File: src/rtl/stream_config_queue.sv
// Per-stream configuration distributor: decodes config writes into per-stream
// (select, type) descriptor queues, each drained through split ready/valid halves.
module stream_config_queue #(
    parameter int unsigned NUM_STREAMS = 4,
    parameter int unsigned FIFO_DEPTH  = 64,
    parameter int unsigned SELECT_BITS = 8,
    parameter int unsigned TYPE_BITS   = 4,
    parameter int unsigned DATA_BITS   = 32,
    parameter int unsigned ADDR_BITS   = 8,
    parameter logic [31:0] BLOCK_ID    = 32'h5343_5132
) (
    input  logic                                     clk,
    input  logic                                     rst,
    input  logic                                     wr_valid,
    input  logic [ADDR_BITS-1:0]                     wr_addr,
    input  logic [DATA_BITS-1:0]                     wr_data,
    input  logic                                     rd_req,
    input  logic [ADDR_BITS-1:0]                     rd_addr,
    output logic                                     rd_valid,
    output logic [DATA_BITS-1:0]                     rd_data,
    output logic [NUM_STREAMS-1:0]                   sel_valid,
    input  logic [NUM_STREAMS-1:0]                   sel_ready,
    output logic [NUM_STREAMS-1:0][SELECT_BITS-1:0]  sel_data,
    output logic [NUM_STREAMS-1:0]                   type_valid,
    input  logic [NUM_STREAMS-1:0]                   type_ready,
    output logic [NUM_STREAMS-1:0][TYPE_BITS-1:0]    type_data
);

    localparam int unsigned AW = $clog2(FIFO_DEPTH);
    localparam int unsigned CW = AW + 1;
    localparam int unsigned DW = SELECT_BITS + TYPE_BITS;

    logic [DW-1:0]          r_mem      [NUM_STREAMS][FIFO_DEPTH];
    logic [AW-1:0]          r_wr_ptr   [NUM_STREAMS];
    logic [AW-1:0]          r_rd_ptr   [NUM_STREAMS];
    logic [CW-1:0]          r_count    [NUM_STREAMS];
    logic [NUM_STREAMS-1:0] r_sel_taken;
    logic [NUM_STREAMS-1:0] r_type_taken;
    logic [NUM_STREAMS-1:0] r_ovf;
    logic                   r_rd_valid;
    logic [DATA_BITS-1:0]   r_rd_data;

    logic [NUM_STREAMS-1:0] w_nonempty;
    logic [NUM_STREAMS-1:0] w_sel_hs;
    logic [NUM_STREAMS-1:0] w_type_hs;
    logic [NUM_STREAMS-1:0] w_push;
    logic [NUM_STREAMS-1:0] w_pop;
    logic [NUM_STREAMS-1:0] w_flush;
    logic [NUM_STREAMS-1:0] w_ovf_set;
    logic                   w_ctrl_wr;
    logic                   w_ovf_clr;
    logic [DW-1:0]          w_desc;
    logic [DATA_BITS-1:0]   w_rd_mux;
    logic                   w_unused;

    assign w_desc    = wr_data[DW-1:0];
    assign w_ctrl_wr = wr_valid && (wr_addr == ADDR_BITS'(NUM_STREAMS + 1));
    assign w_ovf_clr = w_ctrl_wr && wr_data[31];
    assign w_unused  = ^wr_data;
    assign rd_valid  = r_rd_valid;
    assign rd_data   = r_rd_data;

    always_comb begin
        w_nonempty = '0;
        w_sel_hs   = '0;
        w_type_hs  = '0;
        w_push     = '0;
        w_pop      = '0;
        w_flush    = '0;
        w_ovf_set  = '0;
        sel_valid  = '0;
        type_valid = '0;
        sel_data   = '0;
        type_data  = '0;
        for (int unsigned i = 0; i < NUM_STREAMS; i++) begin
            logic w_push_req;
            logic w_full;
            w_push_req    = wr_valid && ((wr_addr == ADDR_BITS'(i)) ||
                                         (wr_addr == ADDR_BITS'(NUM_STREAMS)));
            w_full        = (r_count[i] == CW'(FIFO_DEPTH));
            w_nonempty[i] = (r_count[i] != '0);
            sel_valid[i]  = w_nonempty[i] && !r_sel_taken[i];
            type_valid[i] = w_nonempty[i] && !r_type_taken[i];
            sel_data[i]   = r_mem[i][r_rd_ptr[i]][SELECT_BITS-1:0];
            type_data[i]  = r_mem[i][r_rd_ptr[i]][DW-1:SELECT_BITS];
            w_sel_hs[i]   = sel_valid[i] && sel_ready[i];
            w_type_hs[i]  = type_valid[i] && type_ready[i];
            w_flush[i]    = w_ctrl_wr && wr_data[i];
            // Full is judged on the registered count, so a same-cycle pop never frees a slot
            w_push[i]     = w_push_req && !w_full && !w_flush[i];
            w_ovf_set[i]  = w_push_req && w_full && !w_flush[i];
            w_pop[i]      = w_nonempty[i] && !w_flush[i] &&
                            (r_sel_taken[i] || w_sel_hs[i]) &&
                            (r_type_taken[i] || w_type_hs[i]);
        end
    end

    always_comb begin
        w_rd_mux = '0;
        if (rd_addr == ADDR_BITS'(0)) w_rd_mux = DATA_BITS'(BLOCK_ID);
        if (rd_addr == ADDR_BITS'(1)) w_rd_mux = DATA_BITS'(NUM_STREAMS);
        if (rd_addr == ADDR_BITS'(2)) w_rd_mux = DATA_BITS'(FIFO_DEPTH);
        if (rd_addr == ADDR_BITS'(3)) w_rd_mux = DATA_BITS'(r_ovf);
        for (int unsigned i = 0; i < NUM_STREAMS; i++) begin
            if (rd_addr == ADDR_BITS'(4 + i)) w_rd_mux = DATA_BITS'(r_count[i]);
        end
    end

    always_ff @(posedge clk or posedge rst) begin
        if (rst) begin
            for (int unsigned i = 0; i < NUM_STREAMS; i++) begin
                r_wr_ptr[i] <= '0;
                r_rd_ptr[i] <= '0;
                r_count[i]  <= '0;
            end
            r_sel_taken  <= '0;
            r_type_taken <= '0;
            r_ovf        <= '0;
            r_rd_valid   <= 1'b0;
            r_rd_data    <= '0;
        end else begin
            for (int unsigned i = 0; i < NUM_STREAMS; i++) begin
                if (w_flush[i]) begin
                    r_wr_ptr[i] <= '0;
                    r_rd_ptr[i] <= '0;
                    r_count[i]  <= '0;
                end else begin
                    if (w_push[i]) r_wr_ptr[i] <= r_wr_ptr[i] + AW'(1);
                    if (w_pop[i])  r_rd_ptr[i] <= r_rd_ptr[i] + AW'(1);
                    r_count[i] <= r_count[i] + CW'(w_push[i]) - CW'(w_pop[i]);
                end
                if (w_flush[i] || w_pop[i]) begin
                    r_sel_taken[i]  <= 1'b0;
                    r_type_taken[i] <= 1'b0;
                end else begin
                    r_sel_taken[i]  <= r_sel_taken[i] || w_sel_hs[i];
                    r_type_taken[i] <= r_type_taken[i] || w_type_hs[i];
                end
            end
            r_ovf      <= (w_ovf_clr ? '0 : r_ovf) | w_ovf_set;
            r_rd_valid <= rd_req;
            if (rd_req) r_rd_data <= w_rd_mux;
        end
    end

    always_ff @(posedge clk) begin
        for (int unsigned i = 0; i < NUM_STREAMS; i++) begin
            if (w_push[i]) r_mem[i][r_wr_ptr[i]] <= w_desc;
        end
    end

endmodule
File: config.mk
export PLATFORM = sky130hd
export DESIGN_NAME = stream_config_queue
export DESIGN_NICKNAME = d
export VERILOG_FILES = /design/src/rtl/stream_config_queue.sv
export SDC_FILE = /design/constraint.sdc
export NUM_CORES = 2
export LEC_CHECK = 0
export CORE_MARGIN = 3
export CORE_UTILIZATION = 58
export DETAILED_ROUTE_END_ITERATION = 10
export HOLD_SLACK_MARGIN = 0.05
export PLACE_DENSITY_LB_ADDON = 0.12
export SLEW_MARGIN = 30
export SYNTH_ARGS = -nofsm -noshare
export SYNTH_HDL_FRONTEND = slang
export SYNTH_SLANG_ARGS = --single-unit
File: constraint.sdc
create_clock -name clk -period 4.3 [get_ports clk]
set_clock_uncertainty 0.1 [all_clocks]
set_input_delay 0.86 -clock clk [delete_from_list [all_inputs] [get_ports clk]]
set_output_delay 0.86 -clock clk [all_outputs]
set_load 0.005 [all_outputs]
# --- Word level (Yosys, flattened, before mapping) ---
# Memories as Yosys holds them, arrays and structs flattened.
# Index checks and enable logic that the tools add are counted.
op_classes:
  add_sub_neg: 16
  n_lt_le_gt_ge: 12
  eq_ne: 16
  muxes: 65
  bitwise: 9
  reduce_logical: 104
op_table:
  columns: ["cell", "count"]
  rows:
  - ["768-bit 2-to-1 mux", 4]
  - ["12-bit binary-select mux with 6-bit select", 4]
  - ["12-bit demux with 6-bit select", 4]
  - ["32-bit 2-to-1 mux", 7]
  - ["12-bit 2-to-1 mux", 12]
  - ["6-bit 2-to-1 mux", 16]
  - ["1-bit logical AND", 58]
  - ["7-bit greater-or-equal comparator (second input constant)", 8]
  - ["6-bit inverter with 7-bit output", 8]
  - ["6-bit by 1-bit adder with 6-bit output (second input constant)", 8]
  - ["8-bit by 3-bit equality test with 1-bit output (second input constant)", 6]
  - ["8-bit by 2-bit equality test with 1-bit output (second input constant)", 4]
  - ["31-bit 2-to-1 mux", 1]
  - ["7-bit by 1-bit adder with 7-bit output", 4]
  - ["7-bit equality test (second input constant)", 4]
  - ["7-bit by 1-bit less-than comparator with 1-bit output (second input constant)", 4]
  - ["7-bit 2-to-1 mux", 4]
  - ["7-bit nonzero test", 4]
  - ["7-bit by 1-bit subtractor with 7-bit output", 4]
  - ["8-bit by 1-bit equality test with 1-bit output (second input constant)", 2]
  - ["1-bit logical NOT", 16]
  - ["8-bit logical NOT", 2]
  - ["1-bit logical OR", 16]
  - ["2-bit nonzero test", 8]
  - ["3 further kinds", 14]
totals:
  reg_bits: 121
  mem_bits_rw: 3072
  in_bits: 60
  out_inout_bits: 89
  wordCells: 240
  memories: 1
memory_table:
  columns: ["name", "depth", "word_bits", "rd", "rd_clocked_by_memory_dff", "wr", "line", "text"]
  rows:
  - ["r_mem", 4, 768, 4, 0, 4, "33", "logic [DW-1:0] r_mem [NUM_STREAMS][FIFO_DEPTH];"]

# --- Logic depth before layout (Yosys ltp) ---
depth:
  depth_word: 9
  ltp_mapped: 18
  mapped_depth_nobuf: 17

# --- Worst setup path after synthesis ---
# Ideal clock, no wire load.
synth_path:
  kind: "input -> register"
  startpoint: "in wr_addr[3]"
  endpoint: "reg r_count[20] (netlist bit)"
  setup_ps: 136
  arrival_time_ps: 4065
  required_time_ps: 4064
  setup_slack_ps: -1
  cell_stages: 17
  path_buffers: 1
  cell_sequence: "or4_4 -> nor3_2 -> and3_1 -> and2_1 -> clkbuf_1 -> nor2b_1 -> ha_1 -> inv_1 -> ha_1 -> inv_1 -> fa_1 -> nand2b_1 -> a21oi_1 -> o21ai_0 -> a21oi_1 -> or3_1 -> a21oi_1"
synth_via:
  elab_chain_len: 9
  word_cells_on_any_way: 16
  cone_classes: "2 x add/sub; 3 x eq/ne; 1 x mux; 10 x reduce/logical"
synth_lines:
  columns: ["element", "line", "text"]
  rows:
  - ["start, declared", "15", "input logic [ADDR_BITS-1:0] wr_addr,"]
  - ["branches (longest 8 deep; another with 7-bit by 1-bit adder with 7-bit output)", null, null]
  - ["7-bit 2-to-1 mux *", "123", "if (w_flush[i]) begin"]
  - ["end signal, assigned by index", "130", "r_count[i] <= r_count[i] + CW'(w_push[i]) - CW'(w_pop[i]);"]
  - ["end, declared", "36", "logic [CW-1:0] r_count [NUM_STREAMS];"]
# Every way passes the cells marked *.
# A chain may end at the register's enable or synchronous reset.

==> impl_summary.md <==
Status
The run finished, with violations left. The final reports fail on setup timing.

Timing
The final hold violation count is 0. The final period demand of the worst path is 4.59 ns. The final-report setup violation count is 43. At the pin with the least slew margin, the transition time is 1.02 ns.

Setup repair after global routing could not meet its margin everywhere. In this run the tightest slew margin relative to its limit is 32.0%. The fmax is 218 MHz. Once routing completed, OpenROAD measured the worst setup slack at -0.293 ns. In the finished design, the share of the clock period the worst path needs comes to 107%.

The aggregate negative setup slack is -4.72 ns. The count of final max-slew check failures is 0.

Floorplan
The die covers 220000 µm². In this run the count of I/O pins placed on the die edge is 149. The total area inside the core boundary comes to 213000 µm².

Once the floorplan was initialized, standard cells occupied 58.4% of the core. Measured along the x axis, the die boundary spans 469 µm. The die height is 469 µm.

The floorplan has 169 rows.

Finish
Cells fill 69.8% of the core in the end. The net count of the finished layout is 7138. The number of filler cells placed in the layout is 13100.

From synthesis to final layout, the design area changed by 19.4%. The share of cells above drive strength 1 is 33.2%. The number of standard cells in the final layout excluding fillers is 10100.

Detailed routing
The detailed-routing wirelength on met1 is 123 mm. After detailed routing, the total wire length is 309 mm. The detailed router used layers up to and including met5. The number of detailed-routing iterations run before antenna repair is 6. Wire segments on met3 add up to 26.0 mm in the final route. The antenna violation net count after detailed routing is 0. The average wire length per cell after detail routing is 30.6 µm. The detailed router finished its first iteration with 7959 violations. The number of vias after detailed routing is 64600. For this run, design rule violations remaining after detail routing come to 0. The routed design uses 150 mm of met2 wire. Using the TritonRoute via totals, the vias-per-cell ratio works out to 6.40.

Synthesis
Summing the areas of all fa, ha and maj instances in the mapped netlist gives 0.507% of the synthesized area. Of the total synthesized cell area, the portion taken by AND, OR, NAND and NOR gates is 2.75%. The distinct cell type count of the synthesized netlist is 70.

By count the netlist is led by sky130_fd_sc_hd__edfxtp_1 (3072), sky130_fd_sc_hd__mux4_2 (702), sky130_fd_sc_hd__nor2_1 (379). The xor/xnor cell area share of the yosys netlist is 0.345%. The combined area of all synthesized cells is 124000 µm².

The average cell area after synthesis is 20.5 µm². The area fraction in compound gates after synthesis is 2.82%. After synthesis, the largest family of logic cells by area is multiplexers. The count of yosys warnings during synthesis is 0. Among all flip-flop cells after synthesis, the most frequent one is sky130_fd_sc_hd__edfxtp_1.

The number of synthesized flops with an enable pin is 3072. The leading area contributor after synthesis is sky130_fd_sc_hd__edfxtp_1. For this run, asynchronously set or reset flops after synthesis account for 3.06%.

The post-synthesis mux area share is 15.9%. The most common cell in the synthesized netlist is sky130_fd_sc_hd__edfxtp_1. In this run, synthesis produced a sequential element count of 3169. The top-area cell type share of the netlist area is 74.2%. After synthesis, the cell types taking the most area are sky130_fd_sc_hd__edfxtp_1 (74%), sky130_fd_sc_hd__mux4_2 (13%), sky130_fd_sc_hd__mux2i_1 (2.8%). Sequential cells were found to cover 76.2% of the synthesized design area. The instance count of the mapped netlist is 6055.

Clocking
For the worst-skew pair, the clock arrives at the later sink with an insertion delay of 0.94 ns. Counting every sink on the clock net gives 3169. The clock input transition at the sequential cells of the worst setup and hold paths is 0.06 ns. The cell sitting at the root of the clock tree is a sky130_fd_sc_hd__clkbuf_16.

Clock tree synthesis inserted a total of 333 buffers. The count of H-tree levels built during CTS is 5. The number of buffers on the longest clock path is 4. The quantity of hold-fixing buffers added after cts is 0. TritonCTS built the clock tree.

Worst setup path
The worst setup path is launched from a flop. The critical path contains buffers and inverters numbering 6 combined. The cell type with the highest occurrence count on the critical path is sky130_fd_sc_hd__buf_12. The category of the critical setup timing path is flop to output pin. The slowest stage of the critical path is the sky130_fd_sc_hd__dfrtp_4 cell. The endpoint class of the critical path is an output pin. The critical path data arrival time is 3.63 ns.

In this design, the largest share of critical-path delay is due to buffers and inverters. Traced cell by cell, the critical path runs through buf_12 -> buf_12 -> buf_12 -> buf_4 -> buf_8 -> mux4_2 -> a221oi_4 -> o21ai_4 -> a22oi_2 -> nand2_2 -> buf_2. The peak fanout along the critical path is 5. For this run, the slowest stage of the critical path takes 0.50 ns. The worst endpoint required time is 3.34 ns.

Global route
Entering global routing, the biggest net connects 155 pins. The global-route usage over all layers is 28.1%. Global routing finished with a remaining overflow of 0. The first global-routing pass estimated 447 mm of wire. The initial antenna violation count is 7.

The number of global-route vias before repair is 63900.

Power
In this run the power density over the cells is 641 nW/µm². The total leakage power is 49.3 nW. IR analysis of the VDD net gives a maximum drop of 0.495 mV.

Min path
The worst min-delay path class is input pin to flop.

Placed design
Summed over all nets, the half-perimeter wirelength after detailed placement is 180 mm. The pre-CTS setup slack is -0.385 ns. The weighted congestion reported at the end of routability-driven placement is 0.861. In this run the tool buffered the top-level ports with 114 buffer cells.

Once placement completed, the tool counted placed cells totaling 9267.

Flow run
Max-cap violations in this run came to 0.
## flip-flops by register name, indices dropped and copies added, names as in the netlist
register	count
r_wr_ptr	24
r_count	28
rd_valid	1
r_ovf	4
rd_data	8
r_type_taken	4
r_mem	3072
r_rd_ptr	24
r_sel_taken	4
## kinds of logic (layout without fill, tap and decap cells)
family	after synthesis	in the layout
mux	1088	1088
compound gates	538	538
other cells	1	19
buf+inv	420	1616
xor+xnor	49	49
flops	3169	3169
fa+ha+maj	48	48
simple gates	742	742
## where the power goes
| part | switching, mW | internal, mW |
|---|---|---|
| Sequential | 0.734 | 34.2 |
| Clock | 11.3 | 15.7 |
| Combinational | 16.9 | 16.4 |
## metrics by stage
stage,cell area (µm²),hold slack (ns),power [mW]
finish,148000,0.184,95.1
global route,148000,0.147,98.3
CTS,147000,0.134,93.9
detailed placement,133000,0.389,62.2
global placement,133000,0.366,62.0
floorplan,124000,0.343,51.2
## cell type report
type	count	area, µm²	share of cell area (%)
antenna	4	10.0	0.00674
clock buffer	429	8860	5.97
clock inverter	141	1180	0.796
inverter	64	256	0.173
multi-input combinational	2480	29600	19.9
sequential	3169	94700	63.8
tap	2821	3530	2.38
timing repair buffer	982	10300	6.94
## repair_timing
item,4_1_cts,5_1_grt
resized for setup,668,183
buffers inserted,164,74
cloned,35,6
setup endpoints to repair,50,50
pin swaps,114,83
## worst reg2reg max path, delay by kind of cell (launching register included)
kind	cells	cell delay, ns
AO/OA/AOI/OAI	4	0.56
flip-flops	1	0.42
adder cells (fa/ha/maj)	4	0.95
AND/OR/NAND/NOR	6	0.91
buffers and inverters	6	0.75
## final timing paths
kind	from	endpoint	slack [ns]	depth (start not counted)
worst min-delay path	wr_data[0]	r_mem[2][204]	0.18	1
worst min register to register	r_ovf[2]	r_ovf[2]	0.41	2
worst max register to register	r_count[18]	r_count[20]	0.47	20
max in group asynchronous	rst	r_rd_ptr[18]	2.87	3
min in group asynchronous	rst	r_sel_taken[1]	0.42	2
worst max-delay path	r_rd_ptr[6]	type_data[8]	-0.29	11
## metal layers
layer,global-route usage (%),vias up
met4,8.54,2
li1,-,26900
met2,43.8,3132
met1,41.6,34100
met5,0,-
met3,4.75,520
## cells in the final DEF, fill, tap and decap left out, drive strengths merged, types with 64 or more instances in the layout
cell type / Yosys / final
inv: 60 / 64
nand2: 127 / 127
mux4: 702 / 702
buf: 198 / 915
dfrtp: 97 / 97
clkinv: 4 / 113
o21ai: 135 / 135
clkbuf: 158 / 438
nor2: 382 / 382
edfxtp: 3072 / 3072
o22ai: 72 / 72
mux2i: 348 / 348
a21oi: 96 / 96
No activity file was read; power rests on OpenSTA's default activity.
